## src/rtl/bingo_guess_turn_ctrl_pkg.sv

```systemverilog
// Shared constants for the Bingo guess/turn controller.
//  - NUMW / PIDW : widths of a guessed number and of a turn index
//  - MSG_*       : interboard message codes, mirroring message_macro.v
//  - gt_state_e  : guess FSM states
//  - bcd_to_bin  : two-digit BCD to binary
package bingo_guess_turn_ctrl_pkg;

  localparam int unsigned NUMW = 7;
  localparam int unsigned PIDW = 2;

  // Must stay in step with SEL_NUM / STATE_WIN in message_macro.v.
  localparam logic [2:0] MSG_SEL_NUM   = 3'd1;
  localparam logic [2:0] MSG_STATE_WIN = 3'd4;

  typedef enum logic [1:0] {
    GT_IDLE   = 2'd0,
    GT_WAIT_L = 2'd1,
    GT_WAIT_R = 2'd2,
    GT_FIN    = 2'd3
  } gt_state_e;

  // Non-BCD digits are screened separately by the caller.
  function automatic logic [NUMW-1:0] bcd_to_bin(input logic [7:0] bcd);
    return NUMW'(bcd[7:4]) * NUMW'(10) + NUMW'(bcd[3:0]);
  endfunction

endpackage

```

## src/rtl/bingo_line_counter.sv

```systemverilog
// Counts completed lines (rows, columns, both diagonals) of a GRID x GRID circle mask.
// Cell (r, c) is bit r*GRID + c. The count is registered and saturates at 15.
// Ports:
//  clk          clock
//  rst          synchronous, active-high reset
//  circle_i     circled-cell mask
//  lines_done_o registered count of complete lines
module bingo_line_counter #(
  parameter  int unsigned GRID  = 5,
  localparam int unsigned CELLS = GRID * GRID
) (
  input  logic             clk,
  input  logic             rst,
  input  logic [CELLS-1:0] circle_i,
  output logic [3:0]       lines_done_o
);

  logic [3:0]  lines_d, lines_q;
  int unsigned cnt;
  logic        row_full, col_full, diag_full, anti_full;

  always_comb begin
    cnt       = 0;
    diag_full = 1'b1;
    anti_full = 1'b1;
    for (int r = 0; r < GRID; r++) begin
      row_full = 1'b1;
      col_full = 1'b1;
      for (int c = 0; c < GRID; c++) begin
        row_full = row_full & circle_i[r*GRID+c];
        col_full = col_full & circle_i[c*GRID+r];
      end
      if (row_full) cnt++;
      if (col_full) cnt++;
      diag_full = diag_full & circle_i[r*GRID+r];
      anti_full = anti_full & circle_i[r*GRID+(GRID-1-r)];
    end
    if (diag_full) cnt++;
    if (anti_full) cnt++;
    // 9x9 boards can have 20 lines; 4 bits saturate.
    lines_d = (cnt > 15) ? 4'd15 : 4'(cnt);
  end

  always_ff @(posedge clk) begin
    if (rst) lines_q <= '0;
    else     lines_q <= lines_d;
  end

  assign lines_done_o = lines_q;

endmodule

```

## src/rtl/bingo_guess_turn_ctrl.sv

```systemverilog
// Guess handler for an N-player GRID x GRID Bingo match: owns the turn pointer, validates the
// local BCD entry (own turn) or remote SEL_NUM (other turns), circles the cell, skips stalled turns.
// Optional feature macro: GUESS_LINE_COUNT_EN enables lines_done/bingo via bingo_line_counter.
// Ports:
//  clk, rst / interboard_rst_i   clock, synchronous active-high resets (same effect)
//  start_guess_i                 arms one turn (IDLE only)
//  clear_guess_i                 clears circle; beats a same-cycle circle set
//  enter_pulse_i, cur_number_bcd_i   local confirm and two-digit BCD entry
//  interboard_*_i                remote message: valid, type, number, sender
//  num_to_pos_i                  slot n-1 holds the cell index of number n
//  guess_done_o / guess_reject_o / turn_timeout_o   one-cycle pulses
//  guess_number_o                last accepted number
//  turn_player_o, circle_o       turn pointer, circled-cell mask
//  lines_done_o, bingo_o         line count and win flag (0 without the macro)
module bingo_guess_turn_ctrl
  import bingo_guess_turn_ctrl_pkg::*;
#(
  parameter  int unsigned GRID        = 5,
  parameter  int unsigned NUM_PLAYERS = 2,
  parameter  int unsigned LOCAL_ID    = 0,
  parameter  int unsigned TIMEOUT_CYC = 0,
  parameter  int unsigned WIN_LINES   = 5,
  localparam int unsigned CELLS       = GRID * GRID,
  localparam int unsigned POSW        = $clog2(CELLS)
) (
  input  logic                  clk,
  input  logic                  rst,
  input  logic                  interboard_rst_i,
  input  logic                  start_guess_i,
  input  logic                  clear_guess_i,
  input  logic                  enter_pulse_i,
  input  logic [7:0]            cur_number_bcd_i,
  input  logic                  interboard_en_i,
  input  logic [2:0]            interboard_msg_type_i,
  input  logic [NUMW-1:0]       interboard_number_i,
  input  logic [PIDW-1:0]       interboard_player_i,
  input  logic [CELLS*POSW-1:0] num_to_pos_i,
  output logic                  guess_done_o,
  output logic [NUMW-1:0]       guess_number_o,
  output logic                  guess_reject_o,
  output logic                  turn_timeout_o,
  output logic [PIDW-1:0]       turn_player_o,
  output logic [CELLS-1:0]      circle_o,
  output logic [3:0]            lines_done_o,
  output logic                  bingo_o
);

  localparam logic [NUMW-1:0] CellsN   = NUMW'(CELLS);
  localparam logic [PIDW-1:0] LastPid  = PIDW'(NUM_PLAYERS - 1);
  localparam logic [PIDW-1:0] LocalPid = PIDW'(LOCAL_ID);
  localparam logic [31:0]     TmoLast  = (TIMEOUT_CYC == 0) ? 32'd0 : 32'(TIMEOUT_CYC - 1);

  gt_state_e        state_q;
  logic [PIDW-1:0]  turn_q;
  logic [CELLS-1:0] circle_q;
  logic [NUMW-1:0]  guess_number_q;
  logic             guess_done_q, guess_reject_q, turn_timeout_q;
  logic [31:0]      tmr_q;

  logic [NUMW-1:0]  num, num_idx;
  logic [POSW-1:0]  pos;
  logic             bcd_ok, num_ok, sel_turn, win_msg, accept, bad, tmo_hit;
  logic [PIDW-1:0]  next_turn;

  always_comb begin
    bcd_ok  = (cur_number_bcd_i[7:4] <= 4'd9) && (cur_number_bcd_i[3:0] <= 4'd9);
    num     = (state_q == GT_WAIT_L) ? bcd_to_bin(cur_number_bcd_i) : interboard_number_i;
    num_ok  = (num != '0) && (num <= CellsN);
    num_idx = num_ok ? num - NUMW'(1) : '0;
    pos     = num_to_pos_i[32'(num_idx)*POSW +: POSW];
    // A map entry outside the board or an already circled cell is as bad as a wrong number.
    if ((32'(pos) >= CELLS) || circle_q[pos]) num_ok = 1'b0;
    if ((state_q == GT_WAIT_L) && !bcd_ok) num_ok = 1'b0;

    win_msg  = interboard_en_i && (interboard_msg_type_i == MSG_STATE_WIN);
    sel_turn = interboard_en_i && (interboard_msg_type_i == MSG_SEL_NUM) &&
               (interboard_player_i == turn_q);
    accept   = (((state_q == GT_WAIT_L) && enter_pulse_i) ||
                ((state_q == GT_WAIT_R) && sel_turn)) && num_ok;
    bad      = (((state_q == GT_WAIT_L) && enter_pulse_i) ||
                ((state_q == GT_WAIT_R) && sel_turn)) && !num_ok;
    tmo_hit  = (TIMEOUT_CYC != 0) && (tmr_q == TmoLast);
    next_turn = (turn_q == LastPid) ? '0 : turn_q + PIDW'(1);
  end

  always_ff @(posedge clk) begin
    if (rst || interboard_rst_i) begin
      state_q        <= GT_IDLE;
      turn_q         <= '0;
      circle_q       <= '0;
      guess_number_q <= '0;
      guess_done_q   <= 1'b0;
      guess_reject_q <= 1'b0;
      turn_timeout_q <= 1'b0;
      tmr_q          <= '0;
    end else begin
      guess_done_q   <= 1'b0;
      guess_reject_q <= 1'b0;
      turn_timeout_q <= 1'b0;
      if (clear_guess_i) circle_q <= '0;

      unique case (state_q)
        GT_IDLE: begin
          if (start_guess_i) begin
            tmr_q   <= '0;
            state_q <= (turn_q == LocalPid) ? GT_WAIT_L : GT_WAIT_R;
          end
        end
        GT_WAIT_L, GT_WAIT_R: begin
          if (win_msg) begin
            state_q <= GT_IDLE;
          end else if (accept) begin
            if (!clear_guess_i) circle_q[pos] <= 1'b1;
            guess_number_q <= num;
            state_q        <= GT_FIN;
          end else begin
            guess_reject_q <= bad;
            if (tmo_hit) begin
              turn_timeout_q <= 1'b1;
              turn_q         <= next_turn;
              state_q        <= GT_IDLE;
            end else begin
              tmr_q <= tmr_q + 32'd1;
            end
          end
        end
        GT_FIN: begin
          guess_done_q <= 1'b1;
          turn_q       <= next_turn;
          state_q      <= GT_IDLE;
        end
        default: state_q <= GT_IDLE;
      endcase
    end
  end

  assign guess_done_o   = guess_done_q;
  assign guess_number_o = guess_number_q;
  assign guess_reject_o = guess_reject_q;
  assign turn_timeout_o = turn_timeout_q;
  assign turn_player_o  = turn_q;
  assign circle_o       = circle_q;

`ifdef GUESS_LINE_COUNT_EN
  localparam bit LineCntEn = 1'b1;
  logic rst_any;
  assign rst_any = rst | interboard_rst_i;

  bingo_line_counter #(
    .GRID (GRID)
  ) u_line_counter (
    .clk          (clk),
    .rst          (rst_any),
    .circle_i     (circle_q),
    .lines_done_o (lines_done_o)
  );
`else
  localparam bit LineCntEn = 1'b0;
  assign lines_done_o = '0;
`endif

  // Folds to a constant 0 when line counting is compiled out.
  assign bingo_o = LineCntEn && (32'(lines_done_o) >= WIN_LINES);

endmodule
```

## config.mk

```make
export PLATFORM = sky130hd
export DESIGN_NAME = bingo_guess_turn_ctrl
export DESIGN_NICKNAME = d
export VERILOG_FILES = /design/src/rtl/bingo_guess_turn_ctrl_pkg.sv /design/src/rtl/bingo_line_counter.sv /design/src/rtl/bingo_guess_turn_ctrl.sv
export SDC_FILE = /design/constraint.sdc
export NUM_CORES = 1
export LEC_CHECK = 0
export ABC_AREA = 0
export CAP_MARGIN = 20
export CORE_MARGIN = 5
export CORE_UTILIZATION = 30
export CTS_CLUSTER_SIZE = 16
export DETAILED_ROUTE_END_ITERATION = 8
export GPL_ROUTABILITY_DRIVEN = 0
export HOLD_SLACK_MARGIN = 0.1
export PLACE_DENSITY = 0.67
export SYNTH_ARGS = -nofsm -noshare
export SYNTH_HDL_FRONTEND = slang
export SYNTH_SLANG_ARGS = --single-unit
```

## constraint.sdc

```tcl
create_clock -name clk -period 7 [get_ports clk]
set_input_delay 1.05 -clock clk [delete_from_list [all_inputs] [get_ports clk]]
set_output_delay 1.05 -clock clk [all_outputs]
set_load 0.02 [all_outputs]
```

==> results.ini <==
[run]
cap_violations = 0

[yosys]
synth_flop_cell = dfxtp_1
syn_inst = 454
synthAdderAreaFrac = 0.0511
syn_area_sq_um = 3970
ys_ff_latch = 38
synth_commonest_cells = 38 x dfxtp_1, 33 x nor2_1, 32 x nand2_1
synth-edff-count = 0
post-synth-top-area-cell = dfxtp_1
async_reset_ff_frac = 0
synth_most_common_cell = dfxtp_1
ys_types = 75
yosys_warnings = 0
yosysTopAreaCellShare = 0.192
synth_top_family_by_area = compound AO/OA/AOI/OAI gates
ys_seq_area_frac = 0.192
synthSimpleGateAreaFrac = 0.226
synth.area.mux_share = 0.183
synthXorXnorAreaFrac = 0.0199
synth.avg_cell_area_sq_um = 8.73
synth_area_leaders = dfxtp_1 19%, mux4_2 9.7%, mux2i_1 6.6%
synth_compound_area_frac = 0.259

[worst_setup_path]
required_ps = 7220
reg2reg_slack_ps = 1590
worstReg2RegStart = state_q[0]
regToRegEndpoint = circle_o[12]
critPathKind = in -> reg
cp-start-kind = input port
endpoint_kind = flop
endpoint = circle_o[12]
crit_fanout = 25
startpoint = cur_number_bcd_i[5]
cp.arrival_ps = 6470
worstRegToRegCells = 16

[sta]
finalHoldViolCount = 0
fin_worst_skew_ps = 2.06
rsz0062_at_grt = false
slew_violations = 0
worstMarginPinSlew_ps = 1020
fmax_ghz = 0.160
finalSetupTns_ps = 0
period_share = 0.894
setup_viol = 0
maxSlewHeadroom = 0.318
fin_crit_ps = 6260

[global_route]
grt_pass1_wl_microns = 22700
track_usage = 0.173
grtUsageMet2 = 0.322
antenna_found_initial = 0
grtUsageMet3 = 0.0461
grt_most_used_layer = met2
grt_pass1_vias = 4549
met1_usage = 0.203
overflow = 0
grt_max_degree = 44

[routing]
drtAntennaViolNets = 0
firstDrtPassIters = 5
first_iter_violations = 229
viasPerCell = 5.50
routedWlPerCell_microns = 17.8
dr_total_vias = 4420
wl_microns = 14300
drc = 0

[clock_tree]
clk_latency_ps = 270
postCtsHoldBufs = 0
cts_tree = done
cts_buffers = 5
clock-sinks = 38
cts_setup_buffers = 0
clk_pin_slew_ps = 50
clockRootBuffer = clkbuf_16
post_cts_resized = 0
cts.path.max_buffers = 2
cts_max_level = 2

[power]
peakVddDrop_mv = 0.0923
power_density_nw_per_um2 = 142
power_leakage_nw = 2.13

[die]
io_pins = 194
initial_core_util = 0.303
die_w_microns = 125
core_sq_um = 13100
dieArea_sq_um = 15600
rows = 42
die_h_microns = 125

[layout]
drive_above_1_share = 0.107
synthToLayoutAreaGrowth_pct = 54.5
design_area_sq_um = 6130
nNetsFinal = 794
antenna_cells = 0
num-fill-cells = 1254

[placed_design]
port_buffers = 187
place_area_sq_um = 5950
dp_hpwl_microns = 12000

[min_path]
hold_start = guess_number_o[5]
hp-class = reg -> reg

[outcome]
status = finished, final reports clean

==> critical path: stages <==
cell and delay, ps:
clkdlybuf4s50_1 490, ha_1 330, ha_1 190, inv_1 60, fa_1 410, nand2b_1 200, or4_1 490, o2111ai_1 190
a221o_1 560, o21ai_0 180, a31oi_1 240, and2_1 520, mux2i_1 310, a221o_1 250, o2111ai_4 180, nor2_2 360
buf_8 240, a32o_1 190
==> power breakdown <==
group	switching, mW	internal, mW	total (mW)
registers	0.000682	0.217	0.218
clock network	0.0778	0.168	0.246
logic	0.206	0.200	0.407
==> registers in the layout (all words and copies together), names as in the netlist <==
register,count
guess_reject_o,1
guess_number_o,7
guess_done_o,1
turn_player_o,2
state_q,2
circle_o,25
==> per-layer routing <==
metal,up-vias,part of all wire
met3,7,0.080
li1,2113,-
met2,201,0.51
met5,-,0
met4,0,0.0065
met1,2099,0.40
==> kinds of logic after synthesis <==
kind of cell	Yosys count
multiplexers	49
adder cells (fa/ha/maj)	15
AO/OA/AOI/OAI	127
buffers and inverters	50
other	1
XOR/XNOR	9
flip-flops	38
AND/OR/NAND/NOR	165
==> through the flow <==
stage | worst slack [ps] | hold WS [ps] | power, mW | instances | util
floorplan | 1600 | 507 | 0.482 | 459 | -
global placement | 284 | 420 | 0.623 | 795 | 0.455
detailed placement | 16.7 | 425 | 0.628 | 795 | 0.455
CTS | 293 | 435 | 0.876 | 803 | 0.467
global route | 430 | 454 | 0.921 | 804 | 0.468
finish | 744 | 432 | 0.870 | 804 | 0.468
==> layout by cell type (no fill, tap or decap), types with 7 or more instances in the layout <==
cell type / synthesis / final
inv_1: 13 / 13
nand3b_1: 7 / 7
nand3_1: 19 / 19
nor2_1: 33 / 32
nor3_1: 18 / 18
clkdlybuf4s50_1: 0 / 187
nand4_1: 7 / 7
mux4_2: 17 / 17
mux2i_1: 26 / 26
a32o_1: 22 / 22
ha_1: 13 / 12
a21oi_1: 22 / 22
dfxtp_1: 38 / 38
buf_4: 14 / 10
nand2_1: 32 / 32
o21ai_0: 19 / 19
==> final cells by class <==
class | count | area (sq um) | area share
Tap cell | 176 | 220 | 0.0359
Multi-Input combinational cell | 371 | 2970 | 0.485
Sequential cell | 38 | 761 | 0.124
Inverter | 13 | 48.8 | 0.00796
Timing Repair Buffer | 198 | 1960 | 0.320
Clock buffer | 7 | 133 | 0.0216
Clock inverter | 1 | 30.0 | 0.00490
==> how the worst min path moves through the flow <==
| stage | to | depth (start not counted) |
|---|---|---|
| after global routing | guess_number_o[5] | 2 |
| after global placement | guess_number_o[6] | 2 |
| after floorplan | guess_number_o[5] | 2 |
| after detailed placement | guess_number_o[5] | 2 |
| final | guess_number_o[5] | 2 |
| after CTS | guess_number_o[5] | 2 |
Note: power is estimated with default switching activity, not from simulation.
